`config.mk`:
```
export PLATFORM = sky130hd
export DESIGN_NAME = spi_cmd_sequencer_flat
export DESIGN_NICKNAME = d
export VERILOG_FILES = /design/src/rtl/spi_cmd_sequencer_if.sv /design/src/rtl/spi_cmd_sequencer.sv /design/src/flat_wrapper.sv
export SDC_FILE = /design/constraint.sdc
export NUM_CORES = 1
export LEC_CHECK = 0
export CORE_MARGIN = 1.5
export CORE_UTILIZATION = 40
export CTS_CLUSTER_DIAMETER = 120
export CTS_CLUSTER_SIZE = 24
export DETAILED_ROUTE_END_ITERATION = 8
export PLACE_DENSITY_LB_ADDON = 0.25
export SYNTH_ARGS = -nofsm -noshare
export SYNTH_HDL_FRONTEND = slang
export SYNTH_SLANG_ARGS = --single-unit
```
`constraint.sdc`:
```
create_clock -name clk -period 2.4 [get_ports clk]
set_input_delay 0.36 -clock clk [delete_from_list [all_inputs] [get_ports clk]]
set_output_delay 0.36 -clock clk [all_outputs]
set_load 0.1 [all_outputs]
```
`src/rtl/spi_cmd_sequencer_if.sv`:
```
// spi_cmd_sequencer_if: host command fields, status returns and SPI pins of the sequencer
interface spi_cmd_sequencer_if;
  logic        start;
  logic [7:0]  opcode;
  logic [23:0] addr;
  logic [31:0] wr_data;
  logic [2:0]  nbytes;
  logic        is_write;
  logic        busy;
  logic        done;
  logic [31:0] rd_data;
  logic        spi_sck;
  logic        spi_mosi;
  logic        spi_ss_n;
  logic        spi_miso;
  modport master (
    output start, opcode, addr, wr_data, nbytes, is_write, spi_miso,
    input  busy, done, rd_data, spi_sck, spi_mosi, spi_ss_n
  );
  modport slave (
    input  start, opcode, addr, wr_data, nbytes, is_write, spi_miso,
    output busy, done, rd_data, spi_sck, spi_mosi, spi_ss_n
  );
endinterface

```
`src/rtl/spi_cmd_sequencer.sv`:
```
// spi_cmd_sequencer: mode-0 SPI master running opcode + address + 0-4 data byte transactions
module spi_cmd_sequencer #(
  parameter int CLK_DIV    = 2,
  parameter int ADDR_BYTES = 3
) (
  input logic clk,
  input logic rst,
  spi_cmd_sequencer_if.slave bus
);
  typedef enum logic [2:0] {IDLE, SETUP, SHIFT_LO, SHIFT_HI, HOLD, GAP} state_t;
  localparam logic [7:0] DIV_M1 = 8'(CLK_DIV - 1);
  localparam logic [6:0] HDR    = 7'(8 * (1 + ADDR_BYTES));
  state_t      state, state_n;
  logic [7:0]  cnt, cnt_n;
  logic [63:0] tx, tx_n;
  logic [31:0] rx, rx_n, rd, rd_n;
  logic [6:0]  idx, idx_n, bits, bits_n;
  logic        rd_op, rd_op_n, sck, sck_n, mosi, mosi_n, ss_n, ss_n_n, busy, busy_n, done, done_n;
  logic        tick;
  logic [2:0]  nb;
  assign tick = cnt == DIV_M1;
  assign nb   = bus.nbytes > 3'd4 ? 3'd4 : bus.nbytes;
  assign bus.busy     = busy;
  assign bus.done     = done;
  assign bus.rd_data  = rd;
  assign bus.spi_sck  = sck;
  assign bus.spi_mosi = mosi;
  assign bus.spi_ss_n = ss_n;
  always_ff @(posedge clk) begin
    if (rst) begin
      state <= IDLE;
      cnt   <= '0;
      tx    <= '0;
      rx    <= '0;
      rd    <= '0;
      idx   <= '0;
      bits  <= '0;
      rd_op <= 1'b0;
      sck   <= 1'b0;
      mosi  <= 1'b0;
      ss_n  <= 1'b1;
      busy  <= 1'b0;
      done  <= 1'b0;
    end else begin
      state <= state_n;
      cnt   <= cnt_n;
      tx    <= tx_n;
      rx    <= rx_n;
      rd    <= rd_n;
      idx   <= idx_n;
      bits  <= bits_n;
      rd_op <= rd_op_n;
      sck   <= sck_n;
      mosi  <= mosi_n;
      ss_n  <= ss_n_n;
      busy  <= busy_n;
      done  <= done_n;
    end
  end
  always_comb begin
    state_n = state;
    cnt_n   = tick ? 8'd0 : cnt + 8'd1;
    tx_n    = tx;
    rx_n    = rx;
    rd_n    = rd;
    idx_n   = idx;
    bits_n  = bits;
    rd_op_n = rd_op;
    sck_n   = sck;
    mosi_n  = mosi;
    ss_n_n  = ss_n;
    busy_n  = busy;
    done_n  = 1'b0;
    case (state)
      IDLE: begin
        cnt_n = '0;
        if (bus.start) begin
          // reads shift out zeros in the data slot
          tx_n    = {bus.opcode, bus.addr, bus.is_write ? bus.wr_data : 32'd0};
          bits_n  = HDR + {1'b0, nb, 3'b000};
          rd_op_n = !bus.is_write;
          idx_n   = '0;
          rx_n    = '0;
          mosi_n  = bus.opcode[7];
          ss_n_n  = 1'b0;
          busy_n  = 1'b1;
          state_n = SETUP;
        end
      end
      SETUP: state_n = tick ? SHIFT_LO : SETUP;
      SHIFT_LO: if (tick) begin
        sck_n   = 1'b1;
        rx_n    = (rd_op && idx >= HDR) ? {rx[30:0], bus.spi_miso} : rx;
        state_n = SHIFT_HI;
      end
      SHIFT_HI: if (tick) begin
        sck_n = 1'b0;
        if (idx == bits - 7'd1) state_n = HOLD;
        else begin
          tx_n    = {tx[62:0], 1'b0};
          mosi_n  = tx[62];
          idx_n   = idx + 7'd1;
          state_n = SHIFT_LO;
        end
      end
      HOLD: if (tick) begin
        ss_n_n  = 1'b1;
        done_n  = 1'b1;
        rd_n    = (rd_op && bits != HDR) ? rx : rd;
        state_n = GAP;
      end
      GAP: if (tick) begin
        busy_n  = 1'b0;
        state_n = IDLE;
      end
      default: state_n = IDLE;
    endcase
  end
endmodule

```
`src/flat_wrapper.sv`:
```
// flat-port wrapper written by rule: the top's interface ports become plain ports
module spi_cmd_sequencer_flat 
#(
  parameter int CLK_DIV    = 2,
  parameter int ADDR_BYTES = 3
)
  (clk, rst, bus_start, bus_opcode, bus_addr, bus_wr_data, bus_nbytes, bus_is_write, bus_spi_miso, bus_busy, bus_done, bus_rd_data, bus_spi_sck, bus_spi_mosi, bus_spi_ss_n);
  spi_cmd_sequencer_if bus_i ();
  input logic clk;
  input logic rst;
  input wire logic [$bits(bus_i.start)-1:0] bus_start;
  input wire logic [$bits(bus_i.opcode)-1:0] bus_opcode;
  input wire logic [$bits(bus_i.addr)-1:0] bus_addr;
  input wire logic [$bits(bus_i.wr_data)-1:0] bus_wr_data;
  input wire logic [$bits(bus_i.nbytes)-1:0] bus_nbytes;
  input wire logic [$bits(bus_i.is_write)-1:0] bus_is_write;
  input wire logic [$bits(bus_i.spi_miso)-1:0] bus_spi_miso;
  output wire logic [$bits(bus_i.busy)-1:0] bus_busy;
  output wire logic [$bits(bus_i.done)-1:0] bus_done;
  output wire logic [$bits(bus_i.rd_data)-1:0] bus_rd_data;
  output wire logic [$bits(bus_i.spi_sck)-1:0] bus_spi_sck;
  output wire logic [$bits(bus_i.spi_mosi)-1:0] bus_spi_mosi;
  output wire logic [$bits(bus_i.spi_ss_n)-1:0] bus_spi_ss_n;
  assign bus_i.start = bus_start;
  assign bus_i.opcode = bus_opcode;
  assign bus_i.addr = bus_addr;
  assign bus_i.wr_data = bus_wr_data;
  assign bus_i.nbytes = bus_nbytes;
  assign bus_i.is_write = bus_is_write;
  assign bus_i.spi_miso = bus_spi_miso;
  assign bus_busy = bus_i.busy;
  assign bus_done = bus_i.done;
  assign bus_rd_data = bus_i.rd_data;
  assign bus_spi_sck = bus_i.spi_sck;
  assign bus_spi_mosi = bus_i.spi_mosi;
  assign bus_spi_ss_n = bus_i.spi_ss_n;
  spi_cmd_sequencer #(.CLK_DIV(CLK_DIV), .ADDR_BYTES(ADDR_BYTES)) u_core (.clk(clk), .rst(rst), .bus(bus_i));
endmodule
```
# Word level (Yosys, flattened, before mapping)
# Cells that the tools add are included.
# word_totals
regBits	158
input_bits	72
output_inout_bits	37
wordCells	88
# classes
n_addsub	4
order_cmp	2
eq_ne	15
n_mux	34
n_bitwise	1
reduce_logical	19
# ops
op	count
2-to-1 mux 63 bit	3
2-to-1 mux 32 bit	4
case mux 63 bit (2 select lines)	1
case mux 32 bit (2 select lines)	1
2-to-1 mux 3 bit	7
2-to-1 mux 7 bit	3
case mux 3 bit (6 select lines)	1
case mux 7 bit (2 select lines)	1
AND reduction 3 bit	4
inequality test 2 x 1 -> 1 bit, second input constant	5
nonzero test 2 bit	5
adder 8 x 1 -> 8 bit, second input constant	1
== test 8 x 1 -> 1 bit, second input constant	1
2-to-1 mux 1 bit	8
case mux 1 bit (2 select lines)	4
AND reduction 4 bit	2
adder 6 x 6 -> 7 bit, first input constant	1
adder 7 x 1 -> 7 bit, second input constant	1
== test 7 bit	1
>= comparator 7 x 6 -> 1 bit, second input constant	1
inequality test 7 x 6 -> 1 bit, second input constant	1
subtractor 7 x 1 -> 7 bit, second input constant	1
== test 3 x 2 -> 1 bit, second input constant	2
== test 3 bit, second input constant	2
other kinds (12)	14

# Depth between registers and ports, before layout
# Gate-level depths: netlist of the first run.
# logic_depth
ltp_word	5
ltp_mapped	10
ltp_nobuf	7

# Worst setup path after synthesis of the first run
# No wires, ideal clock.
# synth_timing
kind	register -> register
startpoint	reg u_core.bits[3]
endpoint	reg u_core.idx[5]
setup_ns	0.070
arrival_time_ns	2.036
required_time_ns	2.330
path_slack_ns	0.294
stages_incl_launch_ff	8
path_buffers	0
period_less_slack_ns	2.106
cell_sequence	dfxtp_1 > inv_1 > ha_1 > xnor2_1 > nor4_4 > a311o_1 > or4_1 > a21oi_1
# synth_via
elab_chain_len	4
# synth_lines
item	line	rtl
from (decl)	spi_cmd_sequencer.sv:17	logic [6:0] idx, idx_n, bits, bits_n;
from (signal assigned)	spi_cmd_sequencer.sv:51	bits <= bits_n;
subtractor 7 x 1 -> 7 bit	spi_cmd_sequencer.sv:98	if (idx == bits - 7'd1) state_n = HOLD;
== test 7 bit	spi_cmd_sequencer.sv:98	
inequality test 2 bit (no line)	-	
AND reduction 4 bit (no line)	-	
to (signal assigned)	spi_cmd_sequencer.sv:50	idx <= idx_n;
to (decl)	spi_cmd_sequencer.sv:17	
# Every way passes these cells.
# A chain may end at the register's enable or synchronous reset.

# Worst setup path in the final report of the first run
# layout_timing
startpoint	reg u_core.cnt[0]
endpoint	reg u_core.tx[1]
# layout_via
elab_chain_len	3
# layout_lines
item	line	rtl
from (decl)	spi_cmd_sequencer.sv:14	logic [7:0] cnt, cnt_n;
from (signal assigned)	spi_cmd_sequencer.sv:46	cnt <= cnt_n;
== test 8 x 1 -> 1 bit	spi_cmd_sequencer.sv:21	assign tick = cnt == DIV_M1;
inequality test 2 x 1 -> 1 bit (no line)	-	
AND reduction 4 bit (no line)	-	
to (signal assigned)	spi_cmd_sequencer.sv:47	tx <= tx_n;
to (decl)	spi_cmd_sequencer.sv:15	logic [63:0] tx, tx_n;
# Every way passes these cells.

==> impl_metrics.csv, run 1 <==
group,metric,value,unit
outcome,status,"finished clean",
die,chipWidth,130,um
global_route,grt_overflow_total,0,
yosys,syn-cell-area,6450,sq um
timing,slew_violations,0,
timing,fin_ws,0.165,ns
place,dp_hpwl,9760,um
worst_setup_path,critical_path_arrival,2.55,ns
min_path,worstHoldStart,"rst",
timing,post-route-min-period,2.23,ns
die,io_pins,109,
worst_setup_path,crit_fanout,14,
yosys,synth_top_area_frac,0.481,
global_route,grt_max_degree,66,
yosys,synth_edf_count,0,
global_route,grt_use_met1,0.232,
timing,setup_viol_count_final,0,
worst_setup_path,end_kind,"flop",
global_route,grt_usage,0.179,
global_route,busiest_layer,"met2",
die,num_rows,46,
run,max_cap_violations,0,
global_route,grt_pass1_vias,5077,
routing,routedWlPerCell,14.1,um
min_path,min_to,"u_core.bus.rd_data[27]$_SDFFE_PP0P_",
yosys,syn_nets,814,
yosys,synth.avg_cell_area,8.76,sq um
cells_and_area,final_area,8450,sq um
cts,numCtsBuffers,17,
worst_setup_path,crit_required,2.72,ns
cts,clock-root-buffer,"clkbuf_16",
routing,wl,14900,um
yosys,ys_top_cells_by_area,"dfxtp_1 (48%), nor2_1 (8.7%), nand2_1 (6.5%), a311oi_1 (6.0%), mux2i_1 (5.1%)",
power,finalPower,6.20,mW
global_route,grt.met3_usage,0.0480,
routing,antenna_left,0,
global_route,met2_usage,0.290,
place,portBuffers,108,
die,design.die.area,16900,sq um
cells_and_area,drive_gt1_frac,0.155,
place,dpl_cell_area,7810,sq um
routing,viasPerCell,5.14,
yosys,synth_flop_cell,"dfxtp_1",
routing,drtIter0Drc,443,
die,floorplan.die.height,130,um
cts,cts_tree,"built",
cells_and_area,final_common_cell,"dfxtp_1",
yosys,yosys_warnings,0,
cells_and_area,area_delta_synth_final,31.0,%
routing,firstDrtPassIters,5,
cells_and_area,fin_util,0.534,
place,preCtsSetupSlack,-0.0345,ns
routing,drc,0,
yosys,async_reset_ff_frac,0,
power,ir_drop,0.559,mV
timing,fin_crit_sh,0.931,
cts,clk_latency,0.42,ns
worst_setup_path,ff2ff_setup_slack,0.17,ns
yosys,syn-instance-count,736,
power,powerDensity,734,nW/um^2
global_route,grt_pass1_wl,24200,um
cts,htreeDepth,4,
routing,vias,5429,
power,leakagePower,3.03,nW
global_route,antenna_found_initial,0,
die,initial_core_util,0.407,
cells_and_area,nets,906,
cells_and_area,n_antenna_cell,0,
cts,clock-sinks,155,
min_path,hp-class,"input port to flop",
worst_setup_path,reg2regPathDepth,8,
worst_setup_path,reg2reg_from,"u_core.cnt[0]$_SDFF_PP0_",
yosys,yosys.area.top_type,"dfxtp_1",
timing,max_freq,0.447,GHz
min_path,hold_path_depth,2,
cts,path_clk_slew,0.06,ns
yosys,synthDistinctLibCells,40,
timing,fin_skew,0.0133,ns
worst_setup_path,crit_type,"flop to flop",
yosys,synth_seq_area_share,0.481,
cells_and_area,final_cell_mix,"dfxtp_1 (154), nor2_1 (147), nand2_1 (112)",
place,globalplace.congestion,0.774,
timing,rsz0062_at_grt,"false",
timing,worstMarginPinSlew,0.594,ns
cts,clk_path_buf_depth,2,
worst_setup_path,crit-reg2reg-capture,"u_core.tx[1]$_SDFFE_PP0P_",
yosys,synth-seq-cells,155,
die,core,15800,sq um
timing,slew_headroom,0.604,
worst_setup_path,worstSetupStartpointType,"flop",
timing,finalHoldViolCount,0,
cts,holdBufCountCts,0,
## through the flow
step	hold WS, ns	TNS (ns)	std cells
2_1_floorplan	0.432	0	736
3_3_place_gp	0.443	0	1024
3_5_place_dp	0.444	-0.0345	1024
4_1_cts	0.409	0	1056
5_1_grt	0.453	0	1057
6_report	0.432	0	1057
## cell type report
cell class,count,area (sq um)
tap,216,270
inverter,7,26.3
multi-input combinational,509,3110
fill,1430,7380
sequential,155,3100
clock buffer,19,443
clock inverter,13,168
timing repair buffer,138,1320
## registers in the layout, indices dropped and copies added, names as in the netlist, 3 cells and up
name and cells:
u_core.bits 4, u_core.bus.rd_data 32, u_core.cnt 8, u_core.idx 7
u_core.rx 32, u_core.state 3, u_core.tx 63
## timing repair
item / 4_1_cts / 5_1_grt
endpoints found under the setup margin: 0 / 4
setup buffers: 0 / 1
resized for setup: 0 / 4
## how the worst max path moves through the flow
stage                                start                         end  slack [ns]
2_1_floorplan  u_core.bits[3]$_SDFFE_PP0P_  u_core.idx[5]$_SDFFE_PP0P_        0.29
3_3_place_gp                     bus_start   u_core.tx[2]$_SDFFE_PP0P_        0.04
3_5_place_dp                     bus_start   u_core.tx[1]$_SDFFE_PP0P_       -0.03
4_1_cts        u_core.bits[3]$_SDFFE_PP0P_   u_core.tx[1]$_SDFFE_PP0P_        0.04
5_1_grt           u_core.cnt[0]$_SDFF_PP0_  u_core.tx[35]$_SDFFE_PP0P_        0.02
6_report          u_core.cnt[0]$_SDFF_PP0_   u_core.tx[1]$_SDFFE_PP0P_        0.17
## cell usage after synthesis, types with 4 or more instances
master    number
ha_1           6
buf_4          4
xnor2_1        6
xor2_1         4
nor2_1       149
and2_1         4
clkbuf_1      49
buf_2         11
a22oi_1       32
a311oi_1      44
nand2_1      112
nand3_1       37
inv_1          7
o21ai_1        7
dfxtp_1      155
o21ai_0        4
a311oi_2      21
nor3_1         6
mux2i_1       33
a21oi_1       13
## cells by family after synthesis
kind of cell,Yosys count,share of synthesized area
buffers and inverters,72,0.0464
XOR/XNOR,11,0.0175
multiplexers,33,0.0512
AND/OR/NAND/NOR,327,0.212
adder cells (fa/ha/maj),6,0.0116
AO/OA/AOI/OAI,132,0.180
flip-flops,155,0.481
## metal layers
metal	vias up	wire length (um)	share of wire
li1	2762	-	-
met1	2533	7020	0.47
met2	126	6980	0.47
met3	8	804	0.054
met4	0	112	0.0075
met5	-	0	0
## critical path, stage by stage (launching register included)
cell	delay, ns
dfxtp_1	0.40
ha_1	0.18
nor4b_4	0.24
a41oi_2	0.21
a311oi_4	0.35
buf_12	0.20
buf_4	0.21
nor2_1	0.08
a311oi_2	0.27
## power breakdown
part / leakage (nW) / switching [mW] / internal, mW
combinational: 1.48 / 0.369 / 0.320
clock: 0.282 / 1.08 / 1.67
sequential: 1.26 / 0.0716 / 2.69
Note: power is estimated with default switching activity, not from simulation.
==> inputs of run 2 (changes only) <==
DONT_BUFFER_PORTS = 1   (was not set)
clock period = 2.78 ns   (was 2.4 ns; I/O delays follow)
==> run 2 against run 1 <==
Against the previous run: via count decreased by 8.4%; clock skew fell by 0.0038 ns; fmax is 7.8% lower; worst hold slack got worse by 0.36 ns; sequential cell count did not move; sequential share of layout area rose by 6.0 points; critical endpoint is now u_core.bus.spi_mosi$_SDFFE_PP0P_; highest routed layer unchanged.
==> impl_metrics.csv, run 2 (synthesis gave the netlist of run 1 again) <==
group,metric,value,unit
cells_and_area,final_cell_count_no_fill,930,
cells_and_area,drive_gt1_frac,0.0994,
timing,slew_headroom,0.325,
global_route,antenna_found_initial,0,
die,io_pins,109,
global_route,grt_usage,0.167,
timing,rsz0062_at_grt,"false",
timing,max_freq,0.413,GHz
timing,setup_viol_count_final,0,
cts,clk_path_buf_depth,2,
timing,finalHoldViolCount,0,
power,ir_drop,0.433,mV
cts,htreeDepth,4,
cts,holdBufCountCts,0,
die,num_rows,46,
place,dp.cells,899,
cts,cts_tree,"built",
routing,routedWlPerCell,15.0,um
die,initial_core_util,0.407,
worst_setup_path,crit_fanout,58,
die,design.die.area,16900,sq um
global_route,grt_pass1_wl,22600,um
die,chipWidth,130,um
worst_setup_path,slowest_stage,"dfxtp_1",
cts,numCtsBuffers,17,
min_path,hp-class,"input port to flop",
outcome,status,"finished clean",
routing,firstDrtPassIters,4,
place,portBuffers,0,
cells_and_area,final_area,7260,sq um
worst_setup_path,critical_path_arrival,2.75,ns
routing,antenna_left,0,
global_route,grt_max_degree,150,
worst_setup_path,worstSetupStartpointType,"flop",
cells_and_area,final_common_cell,"dfxtp_1",
worst_setup_path,cp_common_cell,"buf_12",
timing,worstMarginPinSlew,1.01,ns
worst_setup_path,end_kind,"flop",
place,globalplace.congestion,0.813,
worst_setup_path,crit_path_max_incr_delay,0.42,ns
power,finalPower,5.16,mW
die,floorplan.die.height,130,um
cells_and_area,final_cell_mix,"dfxtp_1 (155), nor2_1 (147), nand2_1 (112)",
cells_and_area,n_antenna_cell,0,
cts,cts_setup_buffers,0,
routing,drc,0,
die,core,15800,sq um
cells_and_area,nets,780,
worst_setup_path,crit_type,"flop to flop",
global_route,grt_overflow_total,0,
cts,clock-sinks,155,
routing,wl,14000,um
place,dp_hpwl,8750,um
power,powerDensity,711,nW/um^2
power,leakagePower,2.46,nW
place,dpl_cell_area,6660,sq um
routing,vias,4974,
cts,clock-root-buffer,"clkbuf_16",
cells_and_area,fin_util,0.459,
cells_and_area,max_flop_register,"u_core.tx",
cells_and_area,area_delta_synth_final,12.6,%
worst_setup_path,worstPathCellList,"ha_1 -> nor4b_2 -> a41oi_1 -> a311oi_4 -> buf_12 -> buf_12 -> nor2_1 -> a311oi_2",
cts,path_clk_slew,0.06,ns
timing,slew_violations,0,
run,max_cap_violations,0,
timing,setup_tns,0,ns
cts,clk_latency,0.42,ns
cts,cts-resized-gates,0,
timing,post-route-min-period,2.42,ns
global_route,grt_pass1_vias,4642,
routing,drtIter0Drc,310,
timing,fin_skew,0.00943,ns
routing,viasPerCell,5.35,
timing,fin_crit_sh,0.872,
worst_setup_path,crit_required,3.11,ns
cells_and_area,largest_reg_flops,63,
==> run 2: final timing paths <==
path / slack (ns) / depth (start not counted) / endpoint / startpoint
setup / recovery: 0.36 / 8 / u_core.bus.spi_mosi$_SDFFE_PP0P_ / u_core.cnt[0]$_SDFF_PP0_
hold / removal: 0.07 / 1 / u_core.bus.busy$_SDFFE_PP0P_ / rst
setup reg to reg: 0.36 / 8 / u_core.bus.spi_mosi$_SDFFE_PP0P_ / u_core.cnt[0]$_SDFF_PP0_
hold reg to reg: 0.47 / 2 / u_core.tx[0]$_SDFFE_PP0P_ / u_core.tx[0]$_SDFFE_PP0P_
==> run 2: worst max-delay path: cells and delay by family, from the launching register on <==
family	cells	cell delay [ns]
and+or+nand+nor	2	0.38
buffers and inverters	2	0.46
DFF	1	0.42
adders and majority gates	1	0.17
AOI/OAI and AO/OA	3	0.90
==> run 2: metrics by stage <==
step / hold slack, ns / setup WS (ns)
final: 0.0700 / 0.356
after global routing: 0.0464 / 0.0822
after CTS: 0.0545 / 0.368
after detailed placement: 0.458 / 0.376
after global placement: 0.445 / 0.482
after floorplan: 0.432 / 0.674
==> run 2: area by class of cell <==
| class | instances | area, sq um |
|---|---|---|
| fillers | 1539 | 8570 |
| flip-flops and latches | 155 | 3100 |
| multi-input cells | 509 | 3090 |
| clock buffers | 18 | 439 |
| well taps | 216 | 270 |
| clock inverters | 13 | 168 |
| repair buffers | 12 | 165 |
| inverters | 7 | 26.3 |
==> run 2: metal layers <==
layer / global-route usage / part of all wire
met5: 0 / 0
met4: 0.0569 / 0.013
met3: 0.0644 / 0.071
met2: 0.260 / 0.46
met1: 0.213 / 0.45
==> run 2: power breakdown <==
part | internal, mW | leakage [nW] | switching, mW
clock network | 1.44 | 0.293 | 0.938
logic | 0.155 | 0.903 | 0.226
registers | 2.32 | 1.26 | 0.0832
total | 3.92 | 2.46 | 1.25
==> inputs of run 3 (changes only) <==
clock period = 2.24 ns   (was 2.78 ns; I/O delays follow)
==> run 3 against run 2 <==
Against the previous run: cell count rose by 7.6%; critical path depth down 1; clock skew grew 0.0011 ns; sequential cell count did not move; total power is 27% higher; clock-buffer cell count increased by 4; critical path type unchanged; critical endpoint is now u_core.tx[16]$_SDFFE_PP0P_; largest power group unchanged; highest routed layer unchanged.
==> impl_metrics.csv, run 3 (synthesis gave the netlist of run 1 again) <==
group,metric,value,unit
routing,drtIter0Drc,410,
die,num_rows,46,
cts,clk_latency,0.42,ns
cells_and_area,largest_reg_flops,63,
die,io_pins,109,
power,clkPwrFrac,0.432,
power,switching_power,1.62,mW
cts,clock-root-buffer,"clkbuf_16",
cells_and_area,drive_gt1_frac,0.205,
run,max_cap_violations,0,
die,chipWidth,130,um
global_route,grt_max_degree,62,
cts,clock-sinks,155,
die,initial_core_util,0.407,
routing,routedWlPerCell,17.1,um
min_path,hold_path_depth,2,
timing,max_freq,0.453,GHz
global_route,grt_overflow_total,0,
cts,numCtsBuffers,17,
worst_setup_path,crit_type,"flop to flop",
die,design.die.area,16900,sq um
cells_and_area,max_flop_register,"u_core.tx",
timing,worstMarginPinSlew,0.808,ns
worst_setup_path,slowest_stage,"xor3_2",
power,p_int,4.94,mW
place,portBuffers,0,
routing,drc,0,
timing,setup_viol_count_final,0,
timing,finalHoldViolCount,0,
place,dpl_cell_area,7030,sq um
power,pwr-share-comb,0.118,
timing,slew_headroom,0.459,
cells_and_area,n_antenna_cell,0,
min_path,worstHoldStart,"rst",
power,powerDensity,804,nW/um^2
worst_setup_path,crit_required,2.55,ns
power,leakagePower,2.91,nW
worst_setup_path,worstPathCellList,"xor3_2 -> nor4_4 -> a311oi_4 -> buf_6 -> buf_8 -> buf_16 -> a311oi_2",
worst_setup_path,worstSetupStartpointType,"flop",
routing,firstDrtPassIters,5,
power,switching_share,0.247,
worst_setup_path,end_kind,"flop",
cells_and_area,fin_util,0.515,
power,ir_drop,0.541,mV
power,finalPower,6.56,mW
cts,path_clk_slew,0.06,ns
global_route,grt_pass1_vias,4996,
global_route,grt_pass1_wl,25000,um
routing,vias,5523,
die,floorplan.die.height,130,um
cells_and_area,final_cell_mix,"dfxtp_1 (151), nor2_1 (147), nand2_1 (112)",
routing,wl,17100,um
cells_and_area,area_delta_synth_final,26.5,%
place,dp_hpwl,9330,um
routing,viasPerCell,5.52,
worst_setup_path,crit-reg2reg-capture,"u_core.tx[16]$_SDFFE_PP0P_",
routing,antenna_left,0,
worst_setup_path,reg2reg_from,"u_core.idx[5]$_SDFFE_PP0P_",
cts,clk_path_buf_depth,2,
place,globalplace.congestion,0.783,
cells_and_area,nets,850,
global_route,antenna_found_initial,0,
timing,fin_crit_sh,0.986,
power,pwr-share-seq,0.451,
cells_and_area,final_area,8160,sq um
global_route,grt_usage,0.187,
min_path,hp-class,"input port to flop",
timing,slew_violations,0,
cts,htreeDepth,4,
timing,post-route-min-period,2.21,ns
worst_setup_path,reg2regPathDepth,7,
worst_setup_path,critical_path_arrival,2.52,ns
outcome,status,"finished clean",
worst_setup_path,crit_fanout,6,
timing,fin_skew,0.0106,ns
worst_setup_path,crit_path_max_incr_delay,0.45,ns
worst_setup_path,ff2ff_setup_slack,0.03,ns
die,core,15800,sq um
cts,cts_tree,"built",
cells_and_area,final_common_cell,"dfxtp_1",
min_path,min_to,"u_core.bus.spi_ss_n$_SDFFE_PP1P_",
## run 3: cell type report
cell class                 count  area [sq um]
clock buffer                  22           474
clock inverter                10           115
fill                        1430          7670
inverter                       7          26.3
multi-input combinational    509          3240
sequential                   155          3110
tap                          216           270
timing repair buffer          82           926
## run 3: power by group through the flow
stage	sequential, mW	combinational, mW	clock (mW)
global placement	3.01	0.509	0
CTS	2.95	0.637	2.90
global route	2.97	0.828	3.03
finish	2.96	0.772	2.83
floorplan	3.04	0.420	0
detailed placement	3.01	0.532	0
## run 3: worst max-delay path by stage
stage | from | to | slack, ns | depth (start not counted)
finish | u_core.idx[5]$_SDFFE_PP0P_ | u_core.tx[16]$_SDFFE_PP0P_ | 0.03 | 7
global route | u_core.bits[3]$_SDFFE_PP0P_ | u_core.tx[16]$_SDFFE_PP0P_ | -0.05 | 9
CTS | u_core.bits[4]$_SDFFE_PP0P_ | u_core.tx[20]$_SDFFE_PP0P_ | 0.003 | 8
detailed placement | u_core.bits[4]$_SDFFE_PP0P_ | u_core.tx[42]$_SDFFE_PP0P_ | -0.05 | 9
global placement | u_core.bits[4]$_SDFFE_PP0P_ | u_core.tx[31]$_SDFFE_PP0P_ | 0.07 | 8
floorplan | u_core.bits[3]$_SDFFE_PP0P_ | u_core.idx[5]$_SDFFE_PP0P_ | 0.13 | 7
## run 3: stage by stage
stage / hold WS (ns) / TNS [ns] / worst slack, ns / instances
floorplan: 0.432 / 0 / 0.134 / 736
global placement: 0.428 / 0 / 0.0735 / 945
detailed placement: 0.433 / -0.132 / -0.0494 / 945
CTS: 0.0367 / 0 / 0.00295 / 987
global route: 0.0452 / -0.292 / -0.0459 / 1001
finish: 0.0526 / 0 / 0.0316 / 1001
## run 3: repair_timing
| action | CTS | global route |
|---|---|---|
| gates cloned | 1 | 8 |
| endpoints found under the hold margin | 15 | 0 |
| setup buffers | 2 | 6 |
| resized for setup | 5 | 30 |
| setup endpoints to repair | 27 | 64 |
| hold buffers | 7 | 0 |
| pin swaps | 4 | 9 |
## run 3: worst max-delay path: cells and delay by family, from the launching register on
| kind | cells | cell delay [ns] |
|---|---|---|
| xor gates and xnor gates | 1 | 0.45 |
| buffers and inverters | 3 | 0.49 |
| and+or+nand+nor | 1 | 0.41 |
| AOI/OAI and AO/OA | 2 | 0.41 |
| DFF | 1 | 0.33 |
## run 3: metal layers
metal / vias to the layer above / routed length [um] / GRT usage
met2: 179 / 8080 / 0.291
met1: 2666 / 7320 / 0.238
met3: 22 / 1360 / 0.0730
met4: 0 / 316 / 0.0614
li1: 2656 / - / -
met5: - / 0 / 0
